**src/rtl/ctrl_pipe_regs.sv**
```systemverilog
// ctrl_pipe_regs: carries the decoded control bundle from ID through EX, MEM and WB.
// It also makes the two pipeline-control decisions that use those signals:
//   - load-use stall: a load in EX whose rd matches an ID source register;
//   - branch-taken flush: a taken branch in EX squashes the ID instruction.
// Optional feature macro: CTRL_PIPE_PERF_EN adds saturating stall_cnt/flush_cnt outputs.
// A stage with valid=0 always presents all-zero controls (a bubble).
module ctrl_pipe_regs #(
    parameter int REG_AW = 5,
    parameter int CNT_W  = 16
) (
    input  logic              clk,
    input  logic              rst_n,
    input  logic              id_valid,
    input  logic              id_branch,
    input  logic              id_memread,
    input  logic              id_memtoreg,
    input  logic [1:0]        id_aluop,
    input  logic              id_memwrite,
    input  logic              id_alusrc,
    input  logic              id_regwrite,
    input  logic [REG_AW-1:0] id_rs1,
    input  logic [REG_AW-1:0] id_rs2,
    input  logic [REG_AW-1:0] id_rd,
    input  logic              ex_branch_taken,
    output logic              stall,
    output logic              flush,
    output logic              ex_valid,
    output logic              ex_branch,
    output logic              ex_memread,
    output logic              ex_memtoreg,
    output logic              ex_memwrite,
    output logic              ex_alusrc,
    output logic              ex_regwrite,
    output logic [1:0]        ex_aluop,
    output logic [REG_AW-1:0] ex_rd,
    output logic              mem_valid,
    output logic              mem_memread,
    output logic              mem_memwrite,
    output logic              mem_memtoreg,
    output logic              mem_regwrite,
    output logic [REG_AW-1:0] mem_rd,
    output logic              wb_valid,
    output logic              wb_memtoreg,
    output logic              wb_regwrite,
    output logic [REG_AW-1:0] wb_rd
`ifdef CTRL_PIPE_PERF_EN
    ,
    output logic [CNT_W-1:0]  stall_cnt,
    output logic [CNT_W-1:0]  flush_cnt
`endif
);

    // EX stage registers
    logic              r_ex_valid;
    logic              r_ex_branch;
    logic              r_ex_memread;
    logic              r_ex_memtoreg;
    logic              r_ex_memwrite;
    logic              r_ex_alusrc;
    logic              r_ex_regwrite;
    logic [1:0]        r_ex_aluop;
    logic [REG_AW-1:0] r_ex_rd;

    // MEM stage registers (branch/ALU fields are consumed in EX)
    logic              r_mem_valid;
    logic              r_mem_memread;
    logic              r_mem_memwrite;
    logic              r_mem_memtoreg;
    logic              r_mem_regwrite;
    logic [REG_AW-1:0] r_mem_rd;

    // WB stage registers
    logic              r_wb_valid;
    logic              r_wb_memtoreg;
    logic              r_wb_regwrite;
    logic [REG_AW-1:0] r_wb_rd;

    logic w_take;
    logic w_hazard;
    logic w_bubble;

    // Hazard/flush decisions: current ID fields against the EX registers only,
    // so no registered output ever feeds back on itself combinationally.
    always_comb begin
        w_take   = r_ex_valid & r_ex_branch & ex_branch_taken;
        w_hazard = id_valid & r_ex_valid & r_ex_memread & (r_ex_rd != '0)
                 & ((r_ex_rd == id_rs1) | (r_ex_rd == id_rs2));
        // Flush wins over stall; either one, or an empty ID slot, injects a bubble.
        w_bubble = ~id_valid | w_take | w_hazard;
    end

    assign flush = w_take;
    assign stall = w_hazard & ~w_take;

    // EX register: take the ID bundle unless a bubble is being inserted.
    always_ff @(posedge clk or negedge rst_n) begin
        if (!rst_n) begin
            r_ex_valid    <= 1'b0;
            r_ex_branch   <= 1'b0;
            r_ex_memread  <= 1'b0;
            r_ex_memtoreg <= 1'b0;
            r_ex_memwrite <= 1'b0;
            r_ex_alusrc   <= 1'b0;
            r_ex_regwrite <= 1'b0;
            r_ex_aluop    <= 2'b00;
            r_ex_rd       <= '0;
        end else if (w_bubble) begin
            r_ex_valid    <= 1'b0;
            r_ex_branch   <= 1'b0;
            r_ex_memread  <= 1'b0;
            r_ex_memtoreg <= 1'b0;
            r_ex_memwrite <= 1'b0;
            r_ex_alusrc   <= 1'b0;
            r_ex_regwrite <= 1'b0;
            r_ex_aluop    <= 2'b00;
            r_ex_rd       <= '0;
        end else begin
            r_ex_valid    <= 1'b1;
            r_ex_branch   <= id_branch;
            r_ex_memread  <= id_memread;
            r_ex_memtoreg <= id_memtoreg;
            r_ex_memwrite <= id_memwrite;
            r_ex_alusrc   <= id_alusrc;
            r_ex_regwrite <= id_regwrite;
            r_ex_aluop    <= id_aluop;
            r_ex_rd       <= id_rd;
        end
    end

    // MEM register: always advances from EX (a taken branch itself moves on).
    always_ff @(posedge clk or negedge rst_n) begin
        if (!rst_n) begin
            r_mem_valid    <= 1'b0;
            r_mem_memread  <= 1'b0;
            r_mem_memwrite <= 1'b0;
            r_mem_memtoreg <= 1'b0;
            r_mem_regwrite <= 1'b0;
            r_mem_rd       <= '0;
        end else begin
            r_mem_valid    <= r_ex_valid;
            r_mem_memread  <= r_ex_memread;
            r_mem_memwrite <= r_ex_memwrite;
            r_mem_memtoreg <= r_ex_memtoreg;
            r_mem_regwrite <= r_ex_regwrite;
            r_mem_rd       <= r_ex_rd;
        end
    end

    // WB register: always advances from MEM.
    always_ff @(posedge clk or negedge rst_n) begin
        if (!rst_n) begin
            r_wb_valid    <= 1'b0;
            r_wb_memtoreg <= 1'b0;
            r_wb_regwrite <= 1'b0;
            r_wb_rd       <= '0;
        end else begin
            r_wb_valid    <= r_mem_valid;
            r_wb_memtoreg <= r_mem_memtoreg;
            r_wb_regwrite <= r_mem_regwrite;
            r_wb_rd       <= r_mem_rd;
        end
    end

    assign ex_valid     = r_ex_valid;
    assign ex_branch    = r_ex_branch;
    assign ex_memread   = r_ex_memread;
    assign ex_memtoreg  = r_ex_memtoreg;
    assign ex_memwrite  = r_ex_memwrite;
    assign ex_alusrc    = r_ex_alusrc;
    assign ex_regwrite  = r_ex_regwrite;
    assign ex_aluop     = r_ex_aluop;
    assign ex_rd        = r_ex_rd;
    assign mem_valid    = r_mem_valid;
    assign mem_memread  = r_mem_memread;
    assign mem_memwrite = r_mem_memwrite;
    assign mem_memtoreg = r_mem_memtoreg;
    assign mem_regwrite = r_mem_regwrite;
    assign mem_rd       = r_mem_rd;
    assign wb_valid     = r_wb_valid;
    assign wb_memtoreg  = r_wb_memtoreg;
    assign wb_regwrite  = r_wb_regwrite;
    assign wb_rd        = r_wb_rd;

`ifdef CTRL_PIPE_PERF_EN
    logic [CNT_W-1:0] r_stall_cnt;
    logic [CNT_W-1:0] r_flush_cnt;

    // Event counters: count stall/flush cycles, holding at all-ones instead of wrapping.
    always_ff @(posedge clk or negedge rst_n) begin
        if (!rst_n) begin
            r_stall_cnt <= '0;
            r_flush_cnt <= '0;
        end else begin
            if (stall && (r_stall_cnt != '1)) begin
                r_stall_cnt <= r_stall_cnt + CNT_W'(1);
            end
            if (flush && (r_flush_cnt != '1)) begin
                r_flush_cnt <= r_flush_cnt + CNT_W'(1);
            end
        end
    end

    assign stall_cnt = r_stall_cnt;
    assign flush_cnt = r_flush_cnt;
`endif

endmodule
```
**config.mk**
```make
export PLATFORM = sky130hd
export DESIGN_NAME = ctrl_pipe_regs
export DESIGN_NICKNAME = d
export VERILOG_FILES = /design/src/rtl/ctrl_pipe_regs.sv
export SDC_FILE = /design/constraint.sdc
export NUM_CORES = 1
export LEC_CHECK = 0
export BUFFER_PORTS_ARGS = -buffer_cell sky130_fd_sc_hd__buf_2
export CAP_MARGIN = 10
export CORE_UTILIZATION = 43
export DETAILED_ROUTE_END_ITERATION = 7
export GPL_TIMING_DRIVEN = 0
export PLACE_DENSITY = 0.76
export SLEW_MARGIN = 0
export SYNTH_ARGS = -nofsm -noshare
export SYNTH_HDL_FRONTEND = slang
export SYNTH_SLANG_ARGS = --single-unit
```
**constraint.sdc**
```tcl
create_clock -name clk -period 1.8 [get_ports clk]
set_input_delay 0.18 -clock clk [delete_from_list [all_inputs] [get_ports clk]]
set_output_delay 0.18 -clock clk [all_outputs]
set_load 0.02 [all_outputs]
```
---- Word-level counts from Yosys, hierarchy flattened ----
Index checks and enable logic that the tools add are counted.
storage, ports and cells
  flip-flop bits (word level) ............. 32
  bits of input ports ..................... 27
  output and inout bits ................... 34
  word-level logic and storage cells ...... 43
operators by class
  eq/ne operators ......................... 2
  muxes and demuxes ....................... 9
  bitwise operators ....................... 12
  reduce and logical (&&, ||, !) cells .... 1
operators by type and width
  kind                 count
  5-bit equality test  2
  1-bit bitwise AND    7
  1-bit two-way mux    7
  5-bit two-way mux    1
  5-bit nonzero test   1
  1-bit bitwise OR     3
  2-bit two-way mux    1
  1-bit NOT            2

---- Longest topological paths before layout ----
  word-level depth ........................ 6
  gate-level depth with buffers ........... 5
  mapped depth without buffers ............ 4

---- Worst setup path before layout ----
No wires, ideal clock.
  path kind ............................... flip-flop to output port
  start point ............................. register r_ex_rd[4] (netlist: ex_rd[4])
  end point ............................... output port stall
  data arrival time ....................... 1.301 ns
  data required time ...................... 1.620 ns
  slack ................................... 0.319 ns
  stages on the path, launching flop included .. 5
  path buffers ............................ 0
  cells stage by stage .................... dfrtp_1 xnor2_1 nand3_1 o22ai_2 and3_2
on the way
  word-level cells in the longest chain between the ends .. 4
  elaborated cells on any way between the ends .. 7
  classes of those cells .................. eq/ne: 2; bitwise: 4; reduce/logical: 1
ends and longest elaborated chain
  element                                                           RTL line  source
  start: declaration                                                62        logic [REG_AW-1:0] r_ex_rd;
  start signal: assignment                                          126       r_ex_rd <= id_rd;
  5-bit equality test / 5-bit nonzero test (equally long branches)  87, 86
  1-bit bitwise OR / 1-bit bitwise AND (equally long branches)      87, 86
  1-bit bitwise AND (*)                                             87        & ((r_ex_rd == id_rs1) | (r_ex_rd == id_rs2));
  1-bit bitwise AND (*)                                             93        assign stall = w_hazard & ~w_take;
  end: declaration                                                  25        output logic stall,
Mark *: on every way between the ends. The rest lies on a longest branch, timed or not.

---- Final worst setup path ----
  start point ............................. register r_ex_rd[3] (netlist: ex_rd[3])
  end point ............................... output port stall
Same word-level chain as after synthesis.

==> qor.txt <==
Max-slew violation count: 0
Via Count: 938
Setup Crit Path Kind: reg2out
Post-route setup slack: 0.0166 ns
Post-place setup slack: 0.200 ns
Hpwl dp: 1730 microns
Synth Instances: 86
Final worst path period need: 1.78 ns
Clk sinks: 32
CTS tree: done
Setup TNS: 0 ns
Std cell rows: 18
P&R area growth vs syn: 48.3%
Synth top area share: 71.5%
Worst slew margin: 54.7%
Gpl congestion: 0.751
Finish-stage setup viols: 0
Top_reg_cell synth: dfrtp_1
Number of global-route vias before repair: 831
Slew @ Worst Pin: 0.680 ns
Clock tree buffer depth: 2
Crit path capture type: output pin
Commonest cells in the netlist: dfrtp_1, nand3_1, a21oi_1
Most frequent cell after synthesis: dfrtp_1
Peak Freq: 0.561 GHz
DR pass1 iterations: 4
I/O pin count: 61
Pwr Density: 984 nW/um^2
Routed wire length: 2600 microns
P_leak: 0.901 nW
Syn nets: 113
Nets@finish: 185
Fin crit share: 99.1%
Worst Setup Start Kind: register
Top post-synthesis cells by area: dfrtp_1, xnor2_1, nand3_1, a21oi_1, o22ai_2
Max FO, Critical Path: 5
Antenna Nets Post-Route: 0
Post-synth EDFFs: 0
CTS Buf Count: 5
Clock-pin slew on the worst setup and hold paths: 0.10 ns
H-tree Lvls: 2
Root Driver: clkbuf_4
IO Port Bufs: 60
Unrepaired setup endpoints after global routing: true
Share of cells above drive strength 1: 56.6%
Initial antenna violation count: 0
Grt ovf: 0
Routed vias/inst: 4.96
Wirelength per Cell: 13.7 microns
Die footprint: 2810 sq um
DRC: 0
Max-Cap Viols: 0
Status: complete, no violations
Largest net degree at the start of global routing: 33
Post-synth cell types: 14
Hold Vio Cnt, Final: 0
Max stage delay on crit path: 0.47 ns
Crit path required time: 1.62 ns
Crit path arrival time: 1.60 ns
Die height: 53.0 microns
Cell type with the largest total area after synthesis: dfrtp_1
Finished Core Util: 67.0%
Ant diodes: 0
First-pass GRT wire length: 3720 microns
Clk_lat worst skew: 0.33 ns
Die W: 53.0 microns
Tot GR Track Use: 19.8%
Register bit count reported by yosys: 32
Core Area: 2480 sq um
Max rail drop VDD: 0.642 mV
Initial Util: 45.2%
Clk_skew: 0.00662 ns
CP max-delay cell: dfrtp_2
Syn_area_per_cell: 13.0 sq um
Yosys Warn Count: 0
Ys async rst share: 100%
Critical path cell sequence: xnor2_2 -> nand2_1 -> o22ai_4 -> and3_2 -> buf_4
Mapped Area: 1120 sq um
Initial drt markers: 17
HP Class: in2reg
Register area share after synthesis: 71.5%
[timing repair]
action / CTS / global route
endpoints found under the hold margin: 32 / 0
setup buffers: 4 / 0
gates resized for setup: 6 / 10
hold buffers: 1 / 0
setup endpoints to repair: 1 / 2
pin swaps: 2 / 6
[through the flow]
stage	cells	area, sq um	hold slack (ns)	total power (W)
after floorplan	86	1120	-0.116	0.000907
after global placement	176	1460	0.237	0.000998
after detailed placement	176	1460	0.255	0.00101
after CTS	189	1610	0.0632	0.00163
after global routing	189	1660	0.0713	0.00170
final	189	1660	0.0777	0.00163
[report_power, final]
part | internal (W) | total, W | switching (W)
clock | 0.000369 | 0.000611 | 0.000242
sequential | 0.000759 | 0.000785 | 0.0000262
combinational | 0.0000991 | 0.000238 | 0.000139
[registers in the layout, summed over array words and instances, names as in the netlist]
| register | cells |
|---|---|
| ex_alusrc | 1 |
| wb_regwrite | 1 |
| ex_regwrite | 1 |
| ex_memread | 1 |
| ex_aluop | 2 |
| ex_memwrite | 1 |
| mem_regwrite | 1 |
| ex_rd | 5 |
| mem_valid | 1 |
| wb_memtoreg | 1 |
| ex_valid | 1 |
| mem_memread | 1 |
| wb_rd | 5 |
| mem_rd | 5 |
| wb_valid | 1 |
| mem_memtoreg | 1 |
| ex_branch | 1 |
| mem_memwrite | 1 |
| ex_memtoreg | 1 |
[cells by family after synthesis]
kind of cell,after synthesis,share of synthesized area [%]
buffers and inverters,5,2.46
AOI/OAI and AO/OA,16,8.16
DFF,32,71.5
and+or+nand+nor,23,10.1
xor gates and xnor gates,10,7.82
[routing by layer]
layer	track usage [%]	share of wire, %
met1	23.5	40
met5	0	0
met4	14.0	3.2
met3	6.90	7.2
met2	29.5	50
[cell type report]
type / instances / area (sq um)
plain buffers: 4 / 25.0
clock buffers: 7 / 65.1
clock inverters: 1 / 30.0
fillers: 195 / 817
inverters: 1 / 3.75
multi-input cells: 49 / 349
flip-flops and latches: 32 / 807
well taps: 30 / 37.5
repair buffers: 65 / 343
[cells in the final DEF, fill, tap and decap left out, drive strengths merged]
| cell type | count |
|---|---|
| a21oi | 15 |
| and3 | 1 |
| buf | 66 |
| bufinv | 1 |
| clkbuf | 9 |
| dfrtp | 32 |
| dlygate4sd3 | 1 |
| inv | 1 |
| nand2 | 3 |
| nand3 | 17 |
| nor2 | 1 |
| nor3 | 1 |
| o22ai | 1 |
| xnor2 | 10 |
[path summary, 6_finish.rpt]
path,from,cells past startpoint,end,slack [ns]
max in group asynchronous,rst_n,2,ex_rd[0],0.91
setup / recovery,ex_rd[3],5,stall,0.02
hold / removal,id_branch,3,ex_branch,0.08
setup reg to reg,ex_rd[3],6,ex_rd[1],0.37
min in group asynchronous,rst_n,2,wb_valid,0.41
hold reg to reg,mem_memtoreg,0,wb_memtoreg,0.38
[critical path: cells and delay by family, from the launching register on]
kind / cells / cell delay (ns)
buffers and inverters: 1 / 0.13
XOR/XNOR: 1 / 0.20
AO/OA/AOI/OAI: 1 / 0.15
flip-flops: 1 / 0.47
AND/OR/NAND/NOR: 2 / 0.32
No activity file was read; power rests on OpenSTA's default activity.
